### src/rtl/debug_step_controller_if.sv
// debug_step_controller_if: command and phase-decoder handshake bundle for debug_step_controller.
//   Host side:    CMD_VALID, CMD, CMD_COUNT -> controller; CMD_READY <- controller
//   Decoder side: STOPPED, DEBUG_ACTIVE, DEBUG_STEP_ACK, PC -> controller;
//                 DEBUG_STOPX, DEBUG_STEP_REQ <- controller
//   Status:       HALTED, STEPS_DONE, DONE, ERROR <- controller
//   With DEBUG_BREAKPOINT_EN defined: BP_ADDR, BP_ENABLE -> controller; BP_HIT <- controller
// master = controller view, slave = host/decoder/environment view.
interface debug_step_controller_if #(
    parameter int unsigned COUNT_W = 16
);
    logic               CMD_VALID;
    logic [1:0]         CMD;
    logic [COUNT_W-1:0] CMD_COUNT;
    logic               CMD_READY;
    logic               STOPPED;
    logic               DEBUG_ACTIVE;
    logic               DEBUG_STEP_ACK;
    logic [15:0]        PC;
    logic               DEBUG_STOPX;
    logic               DEBUG_STEP_REQ;
    logic               HALTED;
    logic [COUNT_W-1:0] STEPS_DONE;
    logic               DONE;
    logic               ERROR;
`ifdef DEBUG_BREAKPOINT_EN
    logic [15:0]        BP_ADDR;
    logic               BP_ENABLE;
    logic               BP_HIT;
`endif

    modport master (
        input  CMD_VALID, CMD, CMD_COUNT, STOPPED, DEBUG_ACTIVE, DEBUG_STEP_ACK, PC,
`ifdef DEBUG_BREAKPOINT_EN
        input  BP_ADDR, BP_ENABLE,
        output BP_HIT,
`endif
        output CMD_READY, DEBUG_STOPX, DEBUG_STEP_REQ, HALTED, STEPS_DONE, DONE, ERROR
    );

    modport slave (
        output CMD_VALID, CMD, CMD_COUNT, STOPPED, DEBUG_ACTIVE, DEBUG_STEP_ACK, PC,
`ifdef DEBUG_BREAKPOINT_EN
        output BP_ADDR, BP_ENABLE,
        input  BP_HIT,
`endif
        input  CMD_READY, DEBUG_STOPX, DEBUG_STEP_REQ, HALTED, STEPS_DONE, DONE, ERROR
    );
endinterface

### src/rtl/debug_step_controller.sv
// debug_step_controller: debug-side master for the CPU phase sequencer stop/step interface.
// Accepts NOP/STOP/RUN/STEP commands from the debug host, drives DEBUG_STOPX and the
// four-phase DEBUG_STEP_REQ/ACK handshake, counts completed steps and pulses DONE.
// Ports:
//   CLK    clock
//   RESET  asynchronous reset, active high
//   bus    debug_step_controller_if.master (command, decoder handshake, status)
// Parameters: COUNT_W (step counter width), ACK_TIMEOUT (0 = no timeout),
//   RESET_HALTED (1: come out of reset requesting a stop).
// Optional feature: define DEBUG_BREAKPOINT_EN to add PC breakpoint (BP_ADDR/BP_ENABLE/BP_HIT).
// All outputs are registered; they are computed from the next state.
module debug_step_controller #(
    parameter int unsigned COUNT_W      = 16,
    parameter int unsigned ACK_TIMEOUT  = 255,
    parameter bit          RESET_HALTED = 1'b0
) (
    input  logic                    CLK,
    input  logic                    RESET,
    debug_step_controller_if.master bus
);
    localparam int unsigned TMO_W = (ACK_TIMEOUT > 1) ? $clog2(ACK_TIMEOUT + 1) : 1;
    localparam bit             TMO_EN   = (ACK_TIMEOUT != 0);
    localparam logic [TMO_W-1:0] TMO_LAST = TMO_W'(ACK_TIMEOUT - 1);

    localparam logic [1:0] CMD_NOP  = 2'b00;
    localparam logic [1:0] CMD_STOP = 2'b01;
    localparam logic [1:0] CMD_RUN  = 2'b10;
    localparam logic [1:0] CMD_STEP = 2'b11;

    typedef enum logic [2:0] {
        ST_RUN     = 3'd0,
        ST_HALTING = 3'd1,
        ST_HALT    = 3'd2,
        ST_REQ_HI  = 3'd3,
        ST_REQ_LO  = 3'd4
    } state_e;

    state_e             state_q, state_d;
    logic [TMO_W-1:0]   tmo_q, tmo_d;
    logic [COUNT_W-1:0] count_q, count_d;
    logic [COUNT_W-1:0] steps_q, steps_d;
    logic               pending_q, pending_d;
    logic               stopx_q, stopx_d;
    logic               req_q, req_d;
    logic               halted_q, halted_d;
    logic               ready_q, ready_d;
    logic               done_q, done_d;
    logic               error_q, error_d;

    logic               cmd_fire;
    logic               tmo_hit;
    logic               bp_match;
    logic               parked;
    logic [COUNT_W-1:0] steps_inc;
    logic [COUNT_W-1:0] cmd_count_norm;

`ifdef DEBUG_BREAKPOINT_EN
    logic               bp_hit_q, bp_hit_d;

    assign bp_match   = bus.BP_ENABLE && (bus.PC == bus.BP_ADDR);
    assign bus.BP_HIT = bp_hit_q;
`else
    logic               unused_pc;

    assign bp_match  = 1'b0;
    assign unused_pc = ^bus.PC;
`endif

    assign cmd_fire       = bus.CMD_VALID && ready_q;
    assign tmo_hit        = TMO_EN && (tmo_q == TMO_LAST);
    assign parked         = bus.STOPPED && bus.DEBUG_ACTIVE && !bus.DEBUG_STEP_ACK;
    // Step counter saturates at all-ones rather than wrapping.
    assign steps_inc      = (&steps_q) ? steps_q : steps_q + COUNT_W'(1);
    // A zero count still performs one step.
    assign cmd_count_norm = (bus.CMD_COUNT == '0) ? COUNT_W'(1) : bus.CMD_COUNT;

    // Next-state and next-output logic.
    always_comb begin
        state_d   = state_q;
        tmo_d     = '0;
        count_d   = count_q;
        steps_d   = steps_q;
        pending_d = pending_q;
        done_d    = 1'b0;
        error_d   = error_q;
`ifdef DEBUG_BREAKPOINT_EN
        bp_hit_d  = bp_hit_q;
`endif

        // Any accepted command clears the sticky status flags.
        if (cmd_fire) begin
            error_d  = 1'b0;
`ifdef DEBUG_BREAKPOINT_EN
            bp_hit_d = 1'b0;
`endif
        end

        case (state_q)
            ST_RUN: begin
                if (cmd_fire && (bus.CMD == CMD_STOP)) begin
                    state_d   = ST_HALTING;
                    pending_d = 1'b0;
                end else if (cmd_fire && (bus.CMD == CMD_STEP)) begin
                    state_d   = ST_HALTING;
                    pending_d = 1'b1;
                    count_d   = cmd_count_norm;
                    steps_d   = '0;
                end else if (bp_match) begin
                    state_d   = ST_HALTING;
                    pending_d = 1'b0;
`ifdef DEBUG_BREAKPOINT_EN
                    bp_hit_d  = 1'b1;
`endif
                end
            end

            ST_HALTING: begin
                if (parked) begin
                    pending_d = 1'b0;
                    if (pending_q) begin
                        state_d = ST_REQ_HI;
                    end else begin
                        state_d = ST_HALT;
                        done_d  = 1'b1;
                    end
                end else if (tmo_hit) begin
                    state_d   = ST_HALT;
                    pending_d = 1'b0;
                    error_d   = 1'b1;
                    done_d    = 1'b1;
                end else begin
                    tmo_d = tmo_q + TMO_W'(1);
                end
            end

            ST_HALT: begin
                if (cmd_fire) begin
                    case (bus.CMD)
                        CMD_STEP: begin
                            state_d = ST_REQ_HI;
                            count_d = cmd_count_norm;
                            steps_d = '0;
                        end
                        CMD_RUN:  state_d = ST_RUN;
                        CMD_STOP: done_d  = 1'b1;
                        CMD_NOP:  ;
                        default:  ;
                    endcase
                end
            end

            ST_REQ_HI: begin
                if (bus.DEBUG_STEP_ACK) begin
                    state_d = ST_REQ_LO;
                end else if (tmo_hit) begin
                    state_d = ST_HALT;
                    error_d = 1'b1;
                    done_d  = 1'b1;
                end else begin
                    tmo_d = tmo_q + TMO_W'(1);
                end
            end

            ST_REQ_LO: begin
                if (!bus.DEBUG_STEP_ACK) begin
                    steps_d = steps_inc;
                    if ((steps_inc == count_q) || bp_match) begin
                        state_d = ST_HALT;
                        done_d  = 1'b1;
`ifdef DEBUG_BREAKPOINT_EN
                        if (bp_match) begin
                            bp_hit_d = 1'b1;
                        end
`endif
                    end else begin
                        state_d = ST_REQ_HI;
                    end
                end else if (tmo_hit) begin
                    state_d = ST_HALT;
                    error_d = 1'b1;
                    done_d  = 1'b1;
                end else begin
                    tmo_d = tmo_q + TMO_W'(1);
                end
            end

            default: state_d = ST_RUN;
        endcase

        // Registered outputs follow the state being entered.
        stopx_d  = (state_d != ST_RUN);
        req_d    = (state_d == ST_REQ_HI);
        halted_d = (state_d == ST_HALT);
        ready_d  = (state_d == ST_RUN) || (state_d == ST_HALT);
    end

    // State and output registers.
    always_ff @(posedge CLK or posedge RESET) begin
        if (RESET) begin
            state_q   <= RESET_HALTED ? ST_HALTING : ST_RUN;
            tmo_q     <= '0;
            count_q   <= '0;
            steps_q   <= '0;
            pending_q <= 1'b0;
            stopx_q   <= RESET_HALTED;
            req_q     <= 1'b0;
            halted_q  <= 1'b0;
            ready_q   <= !RESET_HALTED;
            done_q    <= 1'b0;
            error_q   <= 1'b0;
`ifdef DEBUG_BREAKPOINT_EN
            bp_hit_q  <= 1'b0;
`endif
        end else begin
            state_q   <= state_d;
            tmo_q     <= tmo_d;
            count_q   <= count_d;
            steps_q   <= steps_d;
            pending_q <= pending_d;
            stopx_q   <= stopx_d;
            req_q     <= req_d;
            halted_q  <= halted_d;
            ready_q   <= ready_d;
            done_q    <= done_d;
            error_q   <= error_d;
`ifdef DEBUG_BREAKPOINT_EN
            bp_hit_q  <= bp_hit_d;
`endif
        end
    end

    assign bus.CMD_READY      = ready_q;
    assign bus.DEBUG_STOPX    = stopx_q;
    assign bus.DEBUG_STEP_REQ = req_q;
    assign bus.HALTED         = halted_q;
    assign bus.STEPS_DONE     = steps_q;
    assign bus.DONE           = done_q;
    assign bus.ERROR          = error_q;
endmodule

### src/flat_wrapper.sv
// flat-port wrapper written by rule: the top's interface ports become plain ports
module debug_step_controller_flat 
#(
    parameter int unsigned COUNT_W      = 16,
    parameter int unsigned ACK_TIMEOUT  = 255,
    parameter bit          RESET_HALTED = 1'b0
)
  (CLK, RESET, bus_CMD_VALID, bus_CMD, bus_CMD_COUNT, bus_STOPPED, bus_DEBUG_ACTIVE, bus_DEBUG_STEP_ACK, bus_PC, bus_CMD_READY, bus_DEBUG_STOPX, bus_DEBUG_STEP_REQ, bus_HALTED, bus_STEPS_DONE, bus_DONE, bus_ERROR);
  debug_step_controller_if #(.COUNT_W(COUNT_W)) bus_i ();
  input  logic CLK;
  input  logic RESET;
  input wire logic [$bits(bus_i.CMD_VALID)-1:0] bus_CMD_VALID;
  input wire logic [$bits(bus_i.CMD)-1:0] bus_CMD;
  input wire logic [$bits(bus_i.CMD_COUNT)-1:0] bus_CMD_COUNT;
  input wire logic [$bits(bus_i.STOPPED)-1:0] bus_STOPPED;
  input wire logic [$bits(bus_i.DEBUG_ACTIVE)-1:0] bus_DEBUG_ACTIVE;
  input wire logic [$bits(bus_i.DEBUG_STEP_ACK)-1:0] bus_DEBUG_STEP_ACK;
  input wire logic [$bits(bus_i.PC)-1:0] bus_PC;
  output wire logic [$bits(bus_i.CMD_READY)-1:0] bus_CMD_READY;
  output wire logic [$bits(bus_i.DEBUG_STOPX)-1:0] bus_DEBUG_STOPX;
  output wire logic [$bits(bus_i.DEBUG_STEP_REQ)-1:0] bus_DEBUG_STEP_REQ;
  output wire logic [$bits(bus_i.HALTED)-1:0] bus_HALTED;
  output wire logic [$bits(bus_i.STEPS_DONE)-1:0] bus_STEPS_DONE;
  output wire logic [$bits(bus_i.DONE)-1:0] bus_DONE;
  output wire logic [$bits(bus_i.ERROR)-1:0] bus_ERROR;
  assign bus_i.CMD_VALID = bus_CMD_VALID;
  assign bus_i.CMD = bus_CMD;
  assign bus_i.CMD_COUNT = bus_CMD_COUNT;
  assign bus_i.STOPPED = bus_STOPPED;
  assign bus_i.DEBUG_ACTIVE = bus_DEBUG_ACTIVE;
  assign bus_i.DEBUG_STEP_ACK = bus_DEBUG_STEP_ACK;
  assign bus_i.PC = bus_PC;
  assign bus_CMD_READY = bus_i.CMD_READY;
  assign bus_DEBUG_STOPX = bus_i.DEBUG_STOPX;
  assign bus_DEBUG_STEP_REQ = bus_i.DEBUG_STEP_REQ;
  assign bus_HALTED = bus_i.HALTED;
  assign bus_STEPS_DONE = bus_i.STEPS_DONE;
  assign bus_DONE = bus_i.DONE;
  assign bus_ERROR = bus_i.ERROR;
  debug_step_controller #(.COUNT_W(COUNT_W), .ACK_TIMEOUT(ACK_TIMEOUT), .RESET_HALTED(RESET_HALTED)) u_core (.CLK(CLK), .RESET(RESET), .bus(bus_i));
endmodule
### config.mk
export PLATFORM = sky130hd
export DESIGN_NAME = debug_step_controller_flat
export DESIGN_NICKNAME = d
export VERILOG_FILES = /design/src/rtl/debug_step_controller_if.sv /design/src/rtl/debug_step_controller.sv /design/src/flat_wrapper.sv
export SDC_FILE = /design/constraint.sdc
export NUM_CORES = 1
export LEC_CHECK = 0
export ABC_AREA = 1
export CAP_MARGIN = 20
export CELL_PAD_IN_SITES_DETAIL_PLACEMENT = 0
export CELL_PAD_IN_SITES_GLOBAL_PLACEMENT = 2
export CORE_MARGIN = 1
export CORE_UTILIZATION = 29
export DETAILED_ROUTE_END_ITERATION = 10
export GPL_TIMING_DRIVEN = 0
export PLACE_DENSITY_LB_ADDON = 0.1
export SETUP_SLACK_MARGIN = 0.2
export SLEW_MARGIN = 40
export SYNTH_ARGS = -nofsm -noshare
export SYNTH_HDL_FRONTEND = slang
export SYNTH_SLANG_ARGS = --single-unit
### constraint.sdc
create_clock -name CLK -period 2.6 [get_ports CLK]
set_clock_uncertainty 0.2 [all_clocks]
set_input_delay 0.52 -clock CLK [delete_from_list [all_inputs] [get_ports CLK]]
set_output_delay 0.52 -clock CLK [all_outputs]
set_load 0.005 [all_outputs]
Yosys cells after proc, flatten, opt, wreduce, memory -nomap -nowiden
Cells that the tools add are included.
{ "classes": {"n_addsub": 2, "n_eq_ne": 18, "n_mux": 49, "n_reduce_logical": 18} }
{ "ops": {"columns": ["op", "count"], "rows": [
  ["16-bit two-way mux", 11],
  ["16-bit case mux with 3 select lines", 1],
  ["8-bit two-way mux", 4],
  ["16-bit case mux with 2 select lines", 1],
  ["8-bit case mux with 3 select lines", 1],
  ["3-bit two-way mux", 7],
  ["1-bit two-way mux", 19],
  ["16-bit by 1-bit adder with 16-bit output, second input constant", 1],
  ["16-bit equality test", 1],
  ["16-bit logical NOT", 1],
  ["16-bit AND reduction", 1],
  ["3-bit case mux with 5 select lines", 1],
  ["3-bit by 2-bit equality test with 1-bit output, second input constant", 4],
  ["8-bit by 1-bit adder with 8-bit output, second input constant", 1],
  ["8-bit equality test, second input constant", 1],
  ["3-bit logical NOT", 2],
  ["2-bit by 1-bit != test with 1-bit output, second input constant", 3],
  ["3-bit by 1-bit != test with 1-bit output, second input constant", 2],
  ["3-bit case mux with 2 select lines", 1],
  ["6-bit AND reduction", 1],
  ["3-bit nonzero test", 2],
  ["1-bit logical AND", 5],
  ["5-bit AND reduction", 1],
  ["2-bit equality test, second input constant", 2],
  ["11 further kinds", 13]
]} }
{ "word_totals": {"reg_bits": 50, "input_bits": 40, "output_inout_bits": 22, "word_cells": 98} }

Longest topological paths before layout
{ "depth": {"word_depth": 8, "depth_mapped": 17, "depth_no_buf": 16} }

Least setup slack after synthesis
OpenSTA, ideal clock, no wires.
{ "synth_timing": {"path_kind": "register to register", "start": "register u_core.steps_q[0], in the netlist u_core.bus.STEPS_DONE[0]", "end": "register u_core.stopx_q, in the netlist u_core.bus.DEBUG_STOPX", "setup_time_ns": 0.140, "t_arrival_ns": 1.772, "required_ns": 2.260, "path_slack_ns": 0.487, "path_stages_with_launch": 15, "path_buffers": 0, "synth_period_minus_slack_ns": 2.113, "cell_sequence": "dfrtp_1 -> ha_1 -> nand2_1 -> nor2_1 -> nand2_2 -> xor2_1 -> nand2_1 -> nand2_1 -> nand2_1 -> nor2_1 -> nand2_1 -> nor2_1 -> nand2_1 -> nand2_2 -> nand3_1"} }
{ "synth_between": {"elab_chain_len": 7, "word_cells_on_any_way": 8, "classes_between": "1 x add/sub; 1 x eq/ne; 4 x mux; 2 x reduce/logical"} }
{ "synth_lines": {"columns": ["item", "line", "text"], "rows": [
  ["start: declaration", "debug_step_controller.sv:41", "logic [COUNT_W-1:0] steps_q, steps_d;"],
  ["start signal: assignment", "debug_step_controller.sv:218", "steps_q <= steps_d;"],
  ["16-bit by 1-bit adder with 16-bit output / 16-bit AND reduction (equally long branches)", "debug_step_controller.sv:73", "assign steps_inc = (&steps_q) ? steps_q : steps_q + COUNT_W'(1);"],
  ["16-bit two-way mux *", "debug_step_controller.sv:73", null],
  ["16-bit equality test *", "debug_step_controller.sv:167", "if ((steps_inc == count_q) || bp_match) begin"],
  ["1-bit two-way mux *", "debug_step_controller.sv:167", null],
  ["3-bit two-way mux *", "debug_step_controller.sv:165", "if (!bus.DEBUG_STEP_ACK) begin"],
  ["3-bit case mux with 5 select lines *", "debug_step_controller.sv:98", "case (state_q)"],
  ["3-bit nonzero test *", "debug_step_controller.sv:191", "stopx_d = (state_d != ST_RUN);"],
  ["via u_core.stopx_d", "debug_step_controller.sv:43", "logic stopx_q, stopx_d;"],
  ["end signal: assignment", "debug_step_controller.sv:220", "stopx_q <= stopx_d;"],
  ["end: declaration", "debug_step_controller.sv:43", null]
]} }
Mark *: on every way through the listed nets, which the timed path passes. The rest lies on a longest branch.
A chain may end at the register's enable or synchronous reset.

Final worst setup path
{ "layout_timing": {"start": "register u_core.steps_q[1], in the netlist u_core.bus.STEPS_DONE[1]", "end": "register u_core.ready_q, in the netlist u_core.bus.CMD_READY"} }
{ "layout_between": {"elab_chain_len": 8, "word_cells_on_any_way": 10, "classes_between": "1 x add/sub; 2 x eq/ne; 4 x mux; 3 x reduce/logical"} }
{ "layout_lines": {"columns": ["item", "line", "text"], "rows": [
  ["16-bit by 1-bit adder with 16-bit output / 16-bit AND reduction (equally long branches)", "debug_step_controller.sv:73", null],
  ["16-bit two-way mux *", "debug_step_controller.sv:73", null],
  ["16-bit equality test *", "debug_step_controller.sv:167", null],
  ["1-bit two-way mux *", "debug_step_controller.sv:167", null],
  ["3-bit two-way mux *", "debug_step_controller.sv:165", null],
  ["3-bit case mux with 5 select lines *", "debug_step_controller.sv:98", null],
  ["3-bit by 2-bit equality test with 1-bit output / 3-bit logical NOT (equally long branches)", "debug_step_controller.sv:194", "ready_d = (state_d == ST_RUN) || (state_d == ST_HALT);"],
  ["1-bit logical OR *", "debug_step_controller.sv:194", null],
  ["via u_core.ready_d", "debug_step_controller.sv:46", "logic ready_q, ready_d;"],
  ["end signal: assignment", "debug_step_controller.sv:208", "ready_q <= !RESET_HALTED;"],
  ["end signal: assignment", "debug_step_controller.sv:223", "ready_q <= ready_d;"],
  ["end: declaration", "debug_step_controller.sv:46", null]
]} }
Marks and branches as above.

==> results.tsv <==
stage	metric	value	unit
floorplanning	Die Area	10650	sq um
grt	total grt overflow	0	
pwr	Logic pwr share	38.1	%
layout	synth-to-layout area growth	39.06	%
floorplanning	Die W	103.2	microns
setup_path	CP Max Fanout	4	
setup_path	delay-heaviest family, CP	simple AND/OR/NAND/NOR gates	
setup_path	worst reg2reg path depth	16	
pwr	power share of the clock group	22.8	%
setup_path	CP required	2.64	ns
setup_path	critical path endpoint category	register	
logic_synthesis	Ys Warns	0	
timing	fin crit period	2.314	ns
timing	Peak Freq	432.2	MHz
setup_path	r2r startpoint	u_core.bus.STEPS_DONE[1]	
cts	Clk Latency, worst-skew pair	0.32	ns
detailed_routing	vias per inst	4.597	
cts	CTS tree	built	
run_status	status	completed	
floorplanning	Die Ht	103.2	microns
pwr	sw power	1.085	mW
placed_design	Buffers on Ports	45	
grt	GRT busiest layer	met2	
logic_synthesis	synthesized area	2969	sq um
logic_synthesis	Netlist cell types	35	
grt	M3 GR Usage	2.823	%
grt	first-pass GRT wire length	13330	microns
timing	total negative slack	0	ns
placed_design	dpl ws	-0.3122	ns
setup_path	CP Launch Type	register	
setup_path	crit path DAT	2.36	ns
cts	CTS sink cnt	50	
timing	period utilization	88.99	%
setup_path	Crit path largest cell delay	0.41	ns
layout	most common cell after layout, fill and taps aside	nand2_1	
floorplanning	Initial Util	30.10	%
grt	Overall Global Routing Usage	16.98	%
floorplanning	I/O Pins	62	
timing	Slew HR	61.18	%
pwr	Reg power frac	39.1	%
placed_design	final RePlAce weighted congestion	0.7968	
timing	Hold Slack	0.2715	ns
pwr	Tot Pwr	3.061	mW
timing	RSZ-0062 raised after global routing	true	
grt	global routing usage on met1	22.46	%
pwr	maximum vdd ir drop	309.8	uV
grt	met2 global-route usage	29.18	%
setup_path	most frequent CP cell	nand2_1	
grt	vias in the first global route	2594	
cts	CTS buffer count	5	
timing	Worst-Margin Slew	0.5769	ns
layout	most frequent cells in the layout	97 x nand2_1, 56 x inv_1, 45 x clkdlybuf4s50_1, 43 x nor2_1, 41 x dfrtp_1	
pwr	switching share of power	35.45	%
layout	proportion of layout cells with a drive suffix above 1	21.88	%
detailed_routing	DR pass1 iterations	4	
run	MaxCap Viol Count	0	
layout	layout net count	522	
detailed_routing	Avg WL per Cell	14.01	microns
logic_synthesis	Cells after Synth	404	
logic_synthesis	Mapped Avg Cell Area	7.349	sq um
cts	CTS max path bufs	2	
logic_synthesis	Post-synth ARST share	100.0	%
logic_synthesis	sequential area share after synthesis	42.18	%
timing	final worst slack	0.2863	ns
pwr	Int Pwr	1.976	mW
cts	H-tree depth reported by CTS	2	
floorplanning	cell row count	36	
grt	initial antenna violation count	0	
logic_synthesis	syn_nets	447	
cts	clk root buf	clkbuf_8	
setup_path	crit path from	u_core.bus.STEPS_DONE[1]	
cts	hold buffer count at cts	0	
timing	fin. max-slew vios	0	
worst_hold_path	worst hold path type	input pin to async pin	
pwr	Leak	1.857	nW
floorplanning	Core ar.	9864	sq um
setup_path	worst r2r dst	u_core.bus.CMD_READY	
setup_path	worst path bufs/invs	2	
setup_path	CP max stage cell	dfrtp_1	
logic_synthesis	flop and latch count out of synthesis	50	
detailed_routing	via count	2818	
detailed_routing	Final ANT Viol Nets	0	
detailed_routing	Residual DRC	0	
detailed_routing	drt initial violations	87	
setup_path	Critical Setup Path Class	register to register	
setup_path	register-to-register setup slack	0.29	ns
placed_design	Post-DP HPWL	6465	microns
logic_synthesis	EDFF count, synth	0	
logic_synthesis	dominant synthesized flop cell	dfrtp_1	
cts	Clock transition at path regs	0.11	ns
pwr	PwrDens	741.3	nW/um^2
setup_path	crit path cell chain	ha_4 > nand3_4 > nor2_4 > buf_4 > nand3_1 > nand2_1 > nand3_2 > nand2_2 > nand2_1 > inv_1 > nand3_1 > nor2_1 > nand2_1 > nand2_2 > nand3_1 > nand2_1	
layout	# diodes	0	
timing	Fin. Hold Viols	0	
grt	largest net degree at the start of global routing	40	
detailed_routing	final wirelength	8586	microns
timing	Setup Viol. Count Final	0	
-- power groups by stage --
stage	Sequential [mW]	Clock, mW	Combinational (mW)
2_1_floorplan	1.16	0	0.657
3_3_place_gp	1.21	0	0.994
3_5_place_dp	1.21	0	1.01
4_1_cts	1.19	0.718	1.06
5_1_grt	1.23	0.747	1.33
6_report	1.20	0.697	1.17
-- state kept, by name (all words and copies together), names as in the netlist, 3 cells and up --
name                   count
u_core.bus.STEPS_DONE     16
u_core.count_q            16
u_core.state_q             3
u_core.tmo_q               8
-- worst max path at each step --
stage / endpoint / slack [ns] / cells past startpoint
floorplan: u_core.bus.DEBUG_STOPX / 0.49 / 14
global placement: u_core.bus.STEPS_DONE[15] / -0.62 / 9
detailed placement: u_core.bus.STEPS_DONE[15] / -0.31 / 9
CTS: u_core.bus.CMD_READY / 0.19 / 14
global route: u_core.bus.CMD_READY / 0.12 / 15
finish: u_core.bus.CMD_READY / 0.29 / 16
-- area by class of cell --
class | instances | area [sq um]
tap | 133 | 166.4
sequential | 50 | 1262
inverter | 60 | 231.5
clock buffer | 6 | 82.58
timing repair buffer | 68 | 639.4
buffer | 6 | 45.04
multi-input combinational | 288 | 1642
clock inverter | 2 | 60.06
fill | 1038 | 5736
-- synth_stat cells (2+ instances only) --
library cell / n / area, sq um
a211oi_1: 2 / 15.01
a21oi_1: 8 / 40.04
buf_2: 3 / 15.01
clkbuf_1: 2 / 7.510
dfrtp_1: 49 / 1226
ha_1: 3 / 37.54
inv_1: 58 / 217.7
inv_2: 2 / 7.510
mux2_2: 11 / 123.9
nand2_1: 109 / 409.1
nand2_2: 5 / 31.28
nand3_1: 28 / 140.1
nand3_2: 2 / 20.02
nand4_1: 8 / 50.05
nor2_1: 53 / 198.9
nor2_2: 6 / 37.54
nor3_1: 2 / 10.01
nor3b_1: 2 / 15.01
nor4_1: 4 / 25.02
o21ai_0: 19 / 95.09
o22ai_1: 4 / 25.02
o31ai_1: 2 / 15.01
xnor2_1: 3 / 26.28
xor2_1: 8 / 70.07
-- kinds of logic after synthesis --
logic type | share of synthesized area (%)
flip-flops | 42.18
XOR/XNOR | 3.245
buffers and inverters | 8.723
AND/OR/NAND/NOR | 31.82
multiplexers | 4.172
adder cells (fa/ha/maj) | 1.264
AO/OA/AOI/OAI | 8.597
-- worst register-to-register path: cells and delay by family, from the launching register on --
family / cells / cell delay [ns]
AND/OR/NAND/NOR: 13 / 1.25
adder cells (fa/ha/maj): 1 / 0.19
flip-flops: 1 / 0.41
buffers and inverters: 2 / 0.18
-- through the flow --
step / utilization [%] / instances / instance area (sq um)
6_report: 41.86 / 613 / 4129
3_3_place_gp: 36.35 / 582 / 3586
5_1_grt: 41.86 / 613 / 4129
2_1_floorplan: - / 404 / 2969
4_1_cts: 38.69 / 593 / 3816
3_5_place_dp: 36.68 / 583 / 3618
-- metal layers --
layer	routed length, microns	vias up
li1	-	1451
met1	4157	1310
met2	4098	49
met3	205	8
met4	125	0
met5	0	-
-- what timing repair did --
action / 4_1_cts / 5_1_grt
setup buffers: 2 / 19
gates resized for setup: 10 / 49
endpoints found under the hold margin: 0 / 0
setup endpoints to repair: 19 / 18
cloned: 0 / 1
pin swaps: 0 / 22
No activity file was read; power rests on OpenSTA's default activity.
